===== config.mk =====
export PLATFORM = sky130hd
export DESIGN_NAME = i2c_reg_bank
export DESIGN_NICKNAME = d
export VERILOG_FILES = /design/src/rtl/i2c_pkg.sv /design/src/rtl/rise_detect.sv /design/src/rtl/i2c_reg_bank.sv
export SDC_FILE = /design/constraint.sdc
export NUM_CORES = 1
export LEC_CHECK = 0
export BUFFER_PORTS_ARGS = -buffer_cell sky130_fd_sc_hd__buf_2
export CORE_MARGIN = 4
export CORE_UTILIZATION = 25
export DETAILED_ROUTE_END_ITERATION = 6
export SLEW_MARGIN = 20
export SYNTH_ARGS = -nofsm -noshare
export SYNTH_HDL_FRONTEND = slang
export SYNTH_SLANG_ARGS = --single-unit

===== constraint.sdc =====
create_clock -name clk -period 5.25 [get_ports clk]
set_input_delay 0.2625 -clock clk [delete_from_list [all_inputs] [get_ports clk]]
set_output_delay 0.2625 -clock clk [all_outputs]
set_load 0.01 [all_outputs]

===== src/rtl/i2c_pkg.sv =====
// Shared I2C definitions used by the slave receiver and its register-bank consumer.
// Contents:
//   state_e     register-bank protocol states
//   BYTE_W      width of one I2C data byte
//   SLAVE_ADDR  7-bit I2C slave address answered by this design
package i2c_pkg;

    localparam int unsigned BYTE_W = 8;

    localparam logic [6:0] SLAVE_ADDR = 7'h69;

    typedef enum logic [1:0] {
        IDLE = 2'd0,
        PTR  = 2'd1,
        DATA = 2'd2,
        DROP = 2'd3
    } state_e;

endpackage


===== src/rtl/rise_detect.sv =====
// Single-bit registered rising-edge detector.
// Ports:
//   clk    system clock
//   reset  asynchronous active-high reset (history clears to 0)
//   sig    level input
//   rise   high for the cycle in which sig is 1 and was 0 at the previous edge
module rise_detect (
    input  logic clk,
    input  logic reset,
    input  logic sig,
    output logic rise
);

    logic sig_q;

    always_ff @(posedge clk or posedge reset) begin
        if (reset) begin
            sig_q <= 1'b0;
        end else begin
            sig_q <= sig;
        end
    end

    assign rise = sig & ~sig_q;

endmodule


===== src/rtl/i2c_reg_bank.sv =====
// Write-only I2C register bank. The first byte after START selects a register; the
// following bytes are written starting at that register.
// Configuration macro: I2C_REG_AUTOINC_EN -- when defined the pointer advances
// (mod NUM_REGS) after every data write; otherwise it is held.
// Ports:
//   clk, reset    clock and asynchronous active-high reset
//   data_i        received byte, stable while data_valid_i is high
//   data_valid_i  byte-valid level; its rising edge marks a new byte
//   start_i       START / repeated START level (edge-detected)
//   stop_i        STOP level (sampled directly)
//   regs_o        flattened registers, register k at [8k+7:8k]
//   wr_strobe_o   one-cycle pulse after each register write
//   wr_addr_o     index written, valid with wr_strobe_o
//   ptr_err_o     sticky out-of-range pointer flag
module i2c_reg_bank
    import i2c_pkg::*;
#(
    parameter int unsigned        NUM_REGS  = 8,
    parameter int unsigned        PTR_W     = 3,
    parameter logic [BYTE_W-1:0]  RESET_VAL = 8'h00
) (
    input  logic                       clk,
    input  logic                       reset,
    input  logic [BYTE_W-1:0]          data_i,
    input  logic                       data_valid_i,
    input  logic                       start_i,
    input  logic                       stop_i,
    output logic [NUM_REGS*BYTE_W-1:0] regs_o,
    output logic                       wr_strobe_o,
    output logic [PTR_W-1:0]           wr_addr_o,
    output logic                       ptr_err_o
);

    localparam logic [PTR_W-1:0] PTR_LAST = PTR_W'(NUM_REGS - 1);

    logic byte_ev;
    logic start_ev;

    rise_detect u_dv_rise (
        .clk   (clk),
        .reset (reset),
        .sig   (data_valid_i),
        .rise  (byte_ev)
    );

    rise_detect u_start_rise (
        .clk   (clk),
        .reset (reset),
        .sig   (start_i),
        .rise  (start_ev)
    );

    state_e            state_q, state_d;
    logic [PTR_W-1:0]  ptr_q, ptr_d;
    logic [BYTE_W-1:0] regs_q [NUM_REGS];
    logic [BYTE_W-1:0] regs_d [NUM_REGS];
    logic              strobe_q, strobe_d;
    logic [PTR_W-1:0]  waddr_q, waddr_d;
    logic              err_q, err_d;

    always_comb begin
        state_d  = state_q;
        ptr_d    = ptr_q;
        regs_d   = regs_q;
        strobe_d = 1'b0;
        waddr_d  = waddr_q;
        err_d    = err_q;

        if (start_ev) begin
            // A byte landing in the same cycle as START is discarded.
            state_d = PTR;
        end else begin
            if (byte_ev) begin
                unique case (state_q)
                    PTR: begin
                        if (32'(data_i) < NUM_REGS) begin
                            ptr_d   = data_i[PTR_W-1:0];
                            state_d = DATA;
                        end else begin
                            err_d   = 1'b1;
                            state_d = DROP;
                        end
                    end
                    DATA: begin
                        regs_d[ptr_q] = data_i;
                        strobe_d      = 1'b1;
                        waddr_d       = ptr_q;
`ifdef I2C_REG_AUTOINC_EN
                        ptr_d = (ptr_q == PTR_LAST) ? '0 : ptr_q + 1'b1;
`endif
                    end
                    IDLE, DROP: begin
                    end
                    default: begin
                    end
                endcase
            end
            // A byte coinciding with STOP is still processed above.
            if (stop_i) begin
                state_d = IDLE;
            end
        end
    end

    always_ff @(posedge clk or posedge reset) begin
        if (reset) begin
            state_q  <= IDLE;
            ptr_q    <= '0;
            strobe_q <= 1'b0;
            waddr_q  <= '0;
            err_q    <= 1'b0;
            for (int k = 0; k < int'(NUM_REGS); k++) begin
                regs_q[k] <= RESET_VAL;
            end
        end else begin
            state_q  <= state_d;
            ptr_q    <= ptr_d;
            strobe_q <= strobe_d;
            waddr_q  <= waddr_d;
            err_q    <= err_d;
            regs_q   <= regs_d;
        end
    end

    for (genvar k = 0; k < int'(NUM_REGS); k++) begin : g_flat
        assign regs_o[k*BYTE_W +: BYTE_W] = regs_q[k];
    end

    assign wr_strobe_o = strobe_q;
    assign wr_addr_o   = waddr_q;
    assign ptr_err_o   = err_q;

endmodule


==> results list, run 1 <==
- Data arrives at the worst endpoint at 2.27 ns.
- STA puts the critical path data required time at 5.46 ns.
- Number of synthesized flops with an enable pin: 0
* Number of antenna-violating nets in the routed design: 0
- Proportion of power drawn by flip-flops and latches: 0.463
* Endpoint class of the critical path: flip-flop
- The die is 117 um tall.
* Overall power consumption: 1.33 mW
- The total overflow left after global routing is 0.
- Setup repair bufs after CTS: 0
- Clock-pin slew was measured on the worst setup and hold paths at 0.06 ns.
- Detailed-placement wirelength estimate: 4890 um
- Routability-driven placement finished with a final weighted congestion of 0.662.
* Count of antenna diodes in the layout: 0
* Clock root buffer: clkbuf_16
- Power density of the placed cells: 343 nW/um^2
- Hold buffer count at CTS: 0
- Counting flops with an async set or reset pin after synthesis yields a share of 1.00.
- Share of cells above drive strength 1: 0.639
- Setup repair after global routing left no endpoint under its margin.
- Clock sink total: 76
- Measured on the finished design, the core utilization comes to 0.337.
* Number of I/O port buffers: 81
- The floorplan step set the die width to about 120 um.
- The number of gates resized after CTS was 0.
- Std-Cell Core Area: between 10000 and 15000 sq um
* Net switching fraction of the power: 0.214
- Area Growth Syn to Fin: 30.9%
- Vias per inst: 4.28
* Final clock skew: 0.00549 ns
- After detailed placement, the total cell area comes to around 3500 sq um.
- Of the total power, the clock network draws 0.486.
- YS warnings: 0
- Non-filler cells in the finished layout: 423
* GRT Resource Usage Total: 0.112
- In this run, CTS created clock tree buffers numbering 9.
* Max-Slew Margin vs Limit: 0.452
* Maximum number of buffers from clock root to sink: 2
* Critical path startpoint category: flip-flop
- Area share of the leading cell type in the synthesized netlist: 0.642
* Syn nets: 197
* Main synth FF type: dfrtp_1
- Setup TNS after final layout: 0 ns
- The flow ran to the end, and the final reports show no timing, DRC or antenna violations.
- The floorplan step defined a die boundary enclosing ~14000 sq um.
- TritonCTS built the clock tree.
- Violation count after the first detailed-routing iteration: 51
- After detailed placement, the design holds a cell count of 406.
* Row count: 39
- Dividing the final minimum period by the clock period gives 0.392.
* Max-slew violation total from the final report: 0
- After synthesis the netlist holds a flip-flop and latch count of 76.
- Synthesis produced a netlist whose cell count is 184.
* Final Hold Viols: 0
- Leakage: approximately 2.2 nW
* H-tree Lvls: 3
- Entering global routing, the biggest net connects 77 pins.
- The detailed router placed 1812 vias in this run.
* Wire length of the first global-routing pass: 11300 um
- Time the final worst path needs with I/O delays and setup: 2.06 ns
- Cells taking the most area after synthesis: dfrtp_1 64%, mux2_2 25%, nor4b_4 1.6%, nand2_1 1.5%, nand4b_2 1.0%
- Fin area: a little under 4000 sq um
* Combinational Power Share: 0.051
- Number of fillers in the final layout: 1181
- # nets final: around 290
- Power Internal: 1.04 mW
- Static timing analysis puts the maximum clock frequency at 485 MHz.
- Switching component of the power: 285 uW
- A synthesized cell averages 16.1 sq um.
- After detailed routing, the average wire length per cell comes to 16.6 um.
* Detailed Route WL: ~7000 um
* CP Max Fanout: 8
* Starting utilization of the core area: 0.257
* I/O pin count: 82
- Synthesis instantiated 24 different standard cells from the library.
* Slew at the pin closest to its max-slew limit: 0.818 ns
- Maxcap violations: 0
- Clock insertion delay at the later pin of the skew report: 0.33 ns
- Worst min-delay path category: primary input to async pin
* Setup CP Type: flip-flop to flip-flop
- Initial antenna violation count: 0
- Finish-stage setup viols: 0
* Worst-case vdd ir drop: 0.000144 V
- Post-synthesis sequential area ratio: 0.642
- First-pass iteration count of the detailed router: 4
- Library cell with the largest summed area after synthesis: dfrtp_1
- Post-synthesis instance area: 2960 sq um
- Vias in the first global route: 1967
- For this run, design rule violations remaining after detail routing come to 0.
-- per-layer routing --
| metal | share of wire | GRT usage | wire length (um) |
|---|---|---|---|
| met5 | 0 | 0 | 0 |
| met4 | 0.011 | 0.0398 | 77 |
| met3 | 0.071 | 0.0447 | 501 |
| met2 | 0.47 | 0.170 | 3330 |
| met1 | 0.44 | 0.145 | 3110 |
-- area by class of cell --
class | instances | area (sq um) | area share
clock buffers | 9 | 225 | 0.0581
clock inverters | 7 | 91.3 | 0.0236
inverters | 4 | 16.3 | 0.00420
multi-input cells | 101 | 1030 | 0.266
flip-flops and latches | 76 | 1900 | 0.491
well taps | 143 | 179 | 0.0462
repair buffers | 83 | 433 | 0.112
-- cells in the final DEF (no fill, tap or decap) --
master / n
nand2_4: 1
nand3_2: 1
buf_12: 1
buf_2: 81
buf_4: 1
o311ai_0: 1
a21o_1: 1
nand4b_2: 2
clkinv_4: 1
mux2_2: 67
nor2b_1: 1
nor4b_4: 2
clkinvlp_4: 1
nor2_1: 2
nor3_2: 1
nand4_2: 1
inv_1: 2
a211oi_1: 1
or2b_2: 1
nor4_4: 1
dfrtp_1: 76
nand3b_1: 1
nand2b_1: 1
and4bb_2: 1
nand3_1: 1
nand2_1: 12
inv_2: 1
clkinv_2: 4
nor3_1: 2
clkbuf_16: 9
bufinv_16: 2
-- kinds of logic (layout without fill, tap and decap cells) --
| family | after synthesis | count (layout) | synth area share |
|---|---|---|---|
| AND/OR/NAND/NOR | 31 | 31 | 0.0849 |
| buffers and inverters | 7 | 103 | 0.0101 |
| flip-flops | 76 | 76 | 0.642 |
| AO/OA/AOI/OAI | 3 | 3 | 0.00803 |
| multiplexers | 67 | 67 | 0.255 |
-- worst max-delay path, cell delays in order (launching register included) --
cell,delay (ns)
dfrtp_1,0.38
and4bb_2,0.33
nand2_4,0.11
nor4b_4,0.70
mux2_2,0.41
-- cell usage after synthesis (2+ instances only) --
library cell,n
buf_2,3
dfrtp_1,76
inv_1,3
mux2_2,67
nand2_1,12
nand4b_2,2
nor2_1,2
nor3_1,2
nor4b_4,2
-- state kept, by name, indices dropped and copies added (netlist names) --
name / count
ptr_err_o: 1
ptr_q: 3
regs_o: 64
state_q: 2
u_dv_rise.sig_q: 1
u_start_rise.sig_q: 1
wr_addr_o: 3
wr_strobe_o: 1
-- power groups by stage --
stage | logic [mW] | registers, mW | clock network (mW)
2_1_floorplan | 0.0334 | 0.626 | 0
3_3_place_gp | 0.0676 | 0.625 | 0
3_5_place_dp | 0.0693 | 0.626 | 0
4_1_cts | 0.0693 | 0.616 | 0.665
5_1_grt | 0.0768 | 0.618 | 0.692
6_report | 0.0683 | 0.615 | 0.646
-- worst paths after layout --
check	start	endpoint	cells after the start	slack [ns]
setup / recovery	u_dv_rise.sig_q	regs_o[37]	4	3.19
hold / removal	reset	u_start_rise.sig_q	3	0.02
setup reg to reg	u_dv_rise.sig_q	regs_o[37]	4	3.19
hold reg to reg	wr_addr_o[1]	wr_addr_o[1]	2	0.47
max in group asynchronous	reset	regs_o[5]	4	4.65
min in group clk	start_i	u_start_rise.sig_q	1	0.07
-- stage by stage --
| step | setup slack [ns] | hold WS (ns) |
|---|---|---|
| floorplan | 3.05 | 0.294 |
| finish | 3.19 | 0.0162 |
| global route | 3.07 | 0.0489 |
| detailed placement | 3.17 | 0.408 |
| CTS | 3.16 | 0.0594 |
| global placement | 3.16 | 0.392 |
Note: power is estimated with default switching activity, not from simulation.
==> run 2, diff against run 1 <==
Clock period 5.25 ns to 1.96 ns, I/O delays scaled along.
==> run 2 against run 1 <==
Effect of this change:
- combinational power grew to 2.7 times the previous value
- sequential cell count unchanged
- via count rose by 2.6%
- die area stayed put
- final cell count rose by 1.7%
- sequential share of layout area decreased by 1.7 points
- hold slack improved by 0.12 ns
- critical endpoint is now regs_o[49]
- largest cell class unchanged
- largest power group unchanged
- highest routed layer unchanged
==> results list, run 2 (synthesis results as in run 1) <==
* Time the final worst path needs with I/O delays and setup: 1.91 ns (was 2.06 ns)
* Combinational Power Share: 0.049 (was 0.051)
* Post-Place Setup Slack: 0.0645 ns (was 3.17 ns)
- The detailed-route via count came to 1860 (was 1812).
* Net switching fraction of the power: 0.196 (was 0.214)
* Setup CP Type: flip-flop to flip-flop (unchanged)
- Highest cell delay on the worst timing path: 0.41 ns (was 0.70 ns)
* Detailed-placement wirelength estimate: 4920 um (was 4890 um)
- The number of iterations in the first detailed-routing pass came to 4 (unchanged).
* Data required time at the worst endpoint: 2.17 ns (was 5.46 ns)
* Finish-stage setup viols: 0 (unchanged)
- The average wire per standard cell is 16.7 um (was 16.6 um).
* Most frequent cells in the layout: 81 x buf_2, 76 x dfrtp_1, 67 x mux2_2 (unchanged)
- Commonest non-fill, non-tap cell in the layout: buf_2 (unchanged)
* Worst reg2reg endpoint: regs_o[49] (was regs_o[37])
* Area Growth Syn to Fin: 35.6% (was 30.9%)
* Post-CTS clock slew at the launch and capture registers of the worst setup and hold paths: 0.06 ns (about the same)
- Worst Setup Slack, final: 0.0531 ns (was 3.19 ns)
- Number of antenna-violating nets in the routed design: 0 (unchanged)
* Setup repair after global routing missed its margin: yes (was no)
- Switching component of the power: 757 uW (was 285 uW)
* Critical path startpoint category: flip-flop (unchanged)
- # nets final: 295 (was 288)
* Max reg flops: 64 (unchanged)
- Maxcap violations: 0 (unchanged)
- The post-route clock period utilization came to 0.973 (was 0.392).
* Data arrival time of the worst path: 2.12 ns (was 2.27 ns)
* Floorplan die area: 13700 sq um (unchanged)
- The maximum root-to-sink buffer count is 2 (unchanged).
- The critical register-to-register path startpoint is state_q[0] (was u_dv_rise.sig_q).
- Maximum number of pins on one net before global-route repair: 77 (unchanged)
- Endpoint class of the critical path: flip-flop (unchanged)
- The CTS sink count came to 76 (unchanged).
- Number of gates resized after CTS: 0 (unchanged)
- Max-Slew Margin vs Limit: 0.628 (was 0.452)
- The maximum fanout along the worst path was 8 (unchanged).
- The overall routing resource usage was 0.113 (was 0.112).
* Leftover overflow at the end of global routing: 0 (unchanged)
* Number of I/O port buffers: 81 (unchanged)
- Status: finished clean (unchanged)
* Clock insertion delay at the later pin of the skew report: 0.33 ns (about the same)
* Worst min-delay path category: primary input to flip-flop (was primary input to async pin)
- The number of endpoints with negative hold slack in the final report was 0 (unchanged).
* Final clock skew: 0.00488 ns (was 0.00549 ns)
- Slew at the pin closest to its max-slew limit: 0.557 ns (was 0.818 ns)
- The footprint of the multi-input gates is 1030 sq um (unchanged).
- Clock root buffer: clkbuf_16 (unchanged)
- Proportion of power drawn by flip-flops and latches: 0.428 (was 0.463)
* Starting utilization of the core area: 0.257 (unchanged)
- The dominant delay contributor by cell family on the critical path was simple AND/OR/NAND/NOR gates (unchanged).
* R2R setup slack: 0.05 ns (was 3.19 ns)
- Worst hold slack: 0.134 ns (was 0.0162 ns)
- Count of antenna diodes in the layout: 0 (unchanged)
- The DRC violation total after the first TritonRoute iteration is 39 (was 51).
- Overall power consumption: 3.86 mW (was 1.33 mW)
- The number of buffers inserted to repair setup after CTS was 0 (unchanged).
- Share of cells above drive strength 1: 0.627 (was 0.639)
* TritonCTS clock tree: done (unchanged)
- The deepest level of the CTS H-tree came to 3 (unchanged).
- Standard cell with the maximum stage delay on the critical path: mux2_2 (was nor4b_4)
- The total detailed-routing wirelength is 7170 um (was 7020 um).
* I/O pin count: 82 (unchanged)
- Wire length of the first global-routing pass: 11400 um (was 11300 um)
* Weighted congestion at the end of routability-driven global placement: 0.720 (was 0.662)
- Std-Cell Core Area: 11500 sq um (unchanged)
* Power density of the placed cells: 961 nW/um^2 (was 343 nW/um^2)
* Cell-by-cell trace of the critical path: and4bb_2 -> nand2_4 -> inv_2 -> nand4b_2 -> mux2_2 (was and4bb_2 -> nand2_4 -> nor4b_4 -> mux2_2)
* Die X-Extent: 117 um (unchanged)
- Crit path buf inv count: 1 (was 0)
* Worst-case vdd ir drop: 0.000467 V (was 0.000144 V)
- Die height: 117 um (unchanged)
- Max-slew violation total from the final report: 0 (unchanged)
- Proportion of power drawn by the clock network: 0.524 (was 0.486)
- Row count: 39 (unchanged)
- Fmax: 524 MHz (was 485 MHz)
- Launching element of the worst setup path: state_q[0] (was u_dv_rise.sig_q)
- Crit path capture: regs_o[49] (was regs_o[37])
- The internal power was 3.10 mW (was 1.04 mW).
- The count of cell instances traversed by the critical path is 5 (was 4).
- Vias in the first global route: 2018 (was 1967)
* Vias per inst: 4.33 (was 4.28)
- The leakage component of the power was 2.22 nW (was 2.16 nW).
- Register area: 1900 sq um (unchanged)
- Detailed-route DRC error count: 0 (unchanged)
- The number of antenna violations at the first check in global routing is 0 (unchanged).
- TritonCTS Buffers: 9 (unchanged)
- The length in cells of the worst reg-to-reg path was 5 (was 4).
* Number of fillers in the final layout: 1147 (was 1181)
[run 2: cell types whose count changed in the layout (fill, tap and decap cells not counted)]
cell / previous run / this run
buf_4: 1 / 2
clkinv_2: 4 / 0
dlygate4sd3_1: 0 / 4
clkinv_4: 1 / 0
clkbuf_8: 0 / 1
clkbuf_1: 0 / 2
bufinv_16: 2 / 4
buf_12: 1 / 3
[run 2: power by group through the flow]
stage	Sequential (mW)	Combinational (mW)	Clock, mW
floorplan	1.68	0.0899	0
global placement	1.68	0.187	0
detailed placement	1.68	0.188	0
CTS	1.65	0.196	2.08
global route	1.66	0.212	2.14
finish	1.65	0.187	2.02
[run 2: cell type report]
cell class / count / area share
well taps: 143 / 0.0445
multi-input cells: 101 / 0.256
flip-flops and latches: 76 / 0.474
clock inverters: 4 / 0.0299
inverters: 4 / 0.00467
clock buffers: 12 / 0.0614
repair buffers: 90 / 0.130
[run 2: worst min-delay path by stage]
stage | slack (ns) | depth (start not counted) | endpoint | startpoint
floorplan | 0.13 | 0 | u_dv_rise.sig_q | data_valid_i
global placement | 0.23 | 1 | u_start_rise.sig_q | start_i
detailed placement | 0.23 | 1 | u_start_rise.sig_q | start_i
CTS | 0.14 | 2 | regs_o[44] | data_i[4]
global route | 0.14 | 2 | regs_o[44] | data_i[4]
finish | 0.13 | 2 | regs_o[44] | data_i[4]
[run 2: layer usage]
metal	global-route usage	up-vias	part of all wire
li1	-	852	-
met1	0.154	946	0.46
met2	0.166	52	0.46
met3	0.0416	10	0.063
met4	0.0420	0	0.015
met5	0	-	0
[run 2: metrics by stage]
stage	cells	utilization	area, sq um	TNS (ns)
4_1_cts	430	0.349	4020	0
3_3_place_gp	410	0.313	3610	0
3_5_place_dp	410	0.313	3610	0
2_1_floorplan	184	-	2970	0
5_1_grt	430	0.349	4020	-0.244
6_report	430	0.349	4020	0
[run 2: repair_timing]
action,in CTS,in global routing
hold buffers,4,0
setup endpoints to repair,0,16
hold endpoints to repair,79,0
[run 2: worst register-to-register path: stages (launching register included)]
cell and delay [ns]:
dfrtp_1 0.39, and4bb_2 0.33, nand2_4 0.12, inv_2 0.17
nand4b_2 0.37, mux2_2 0.42
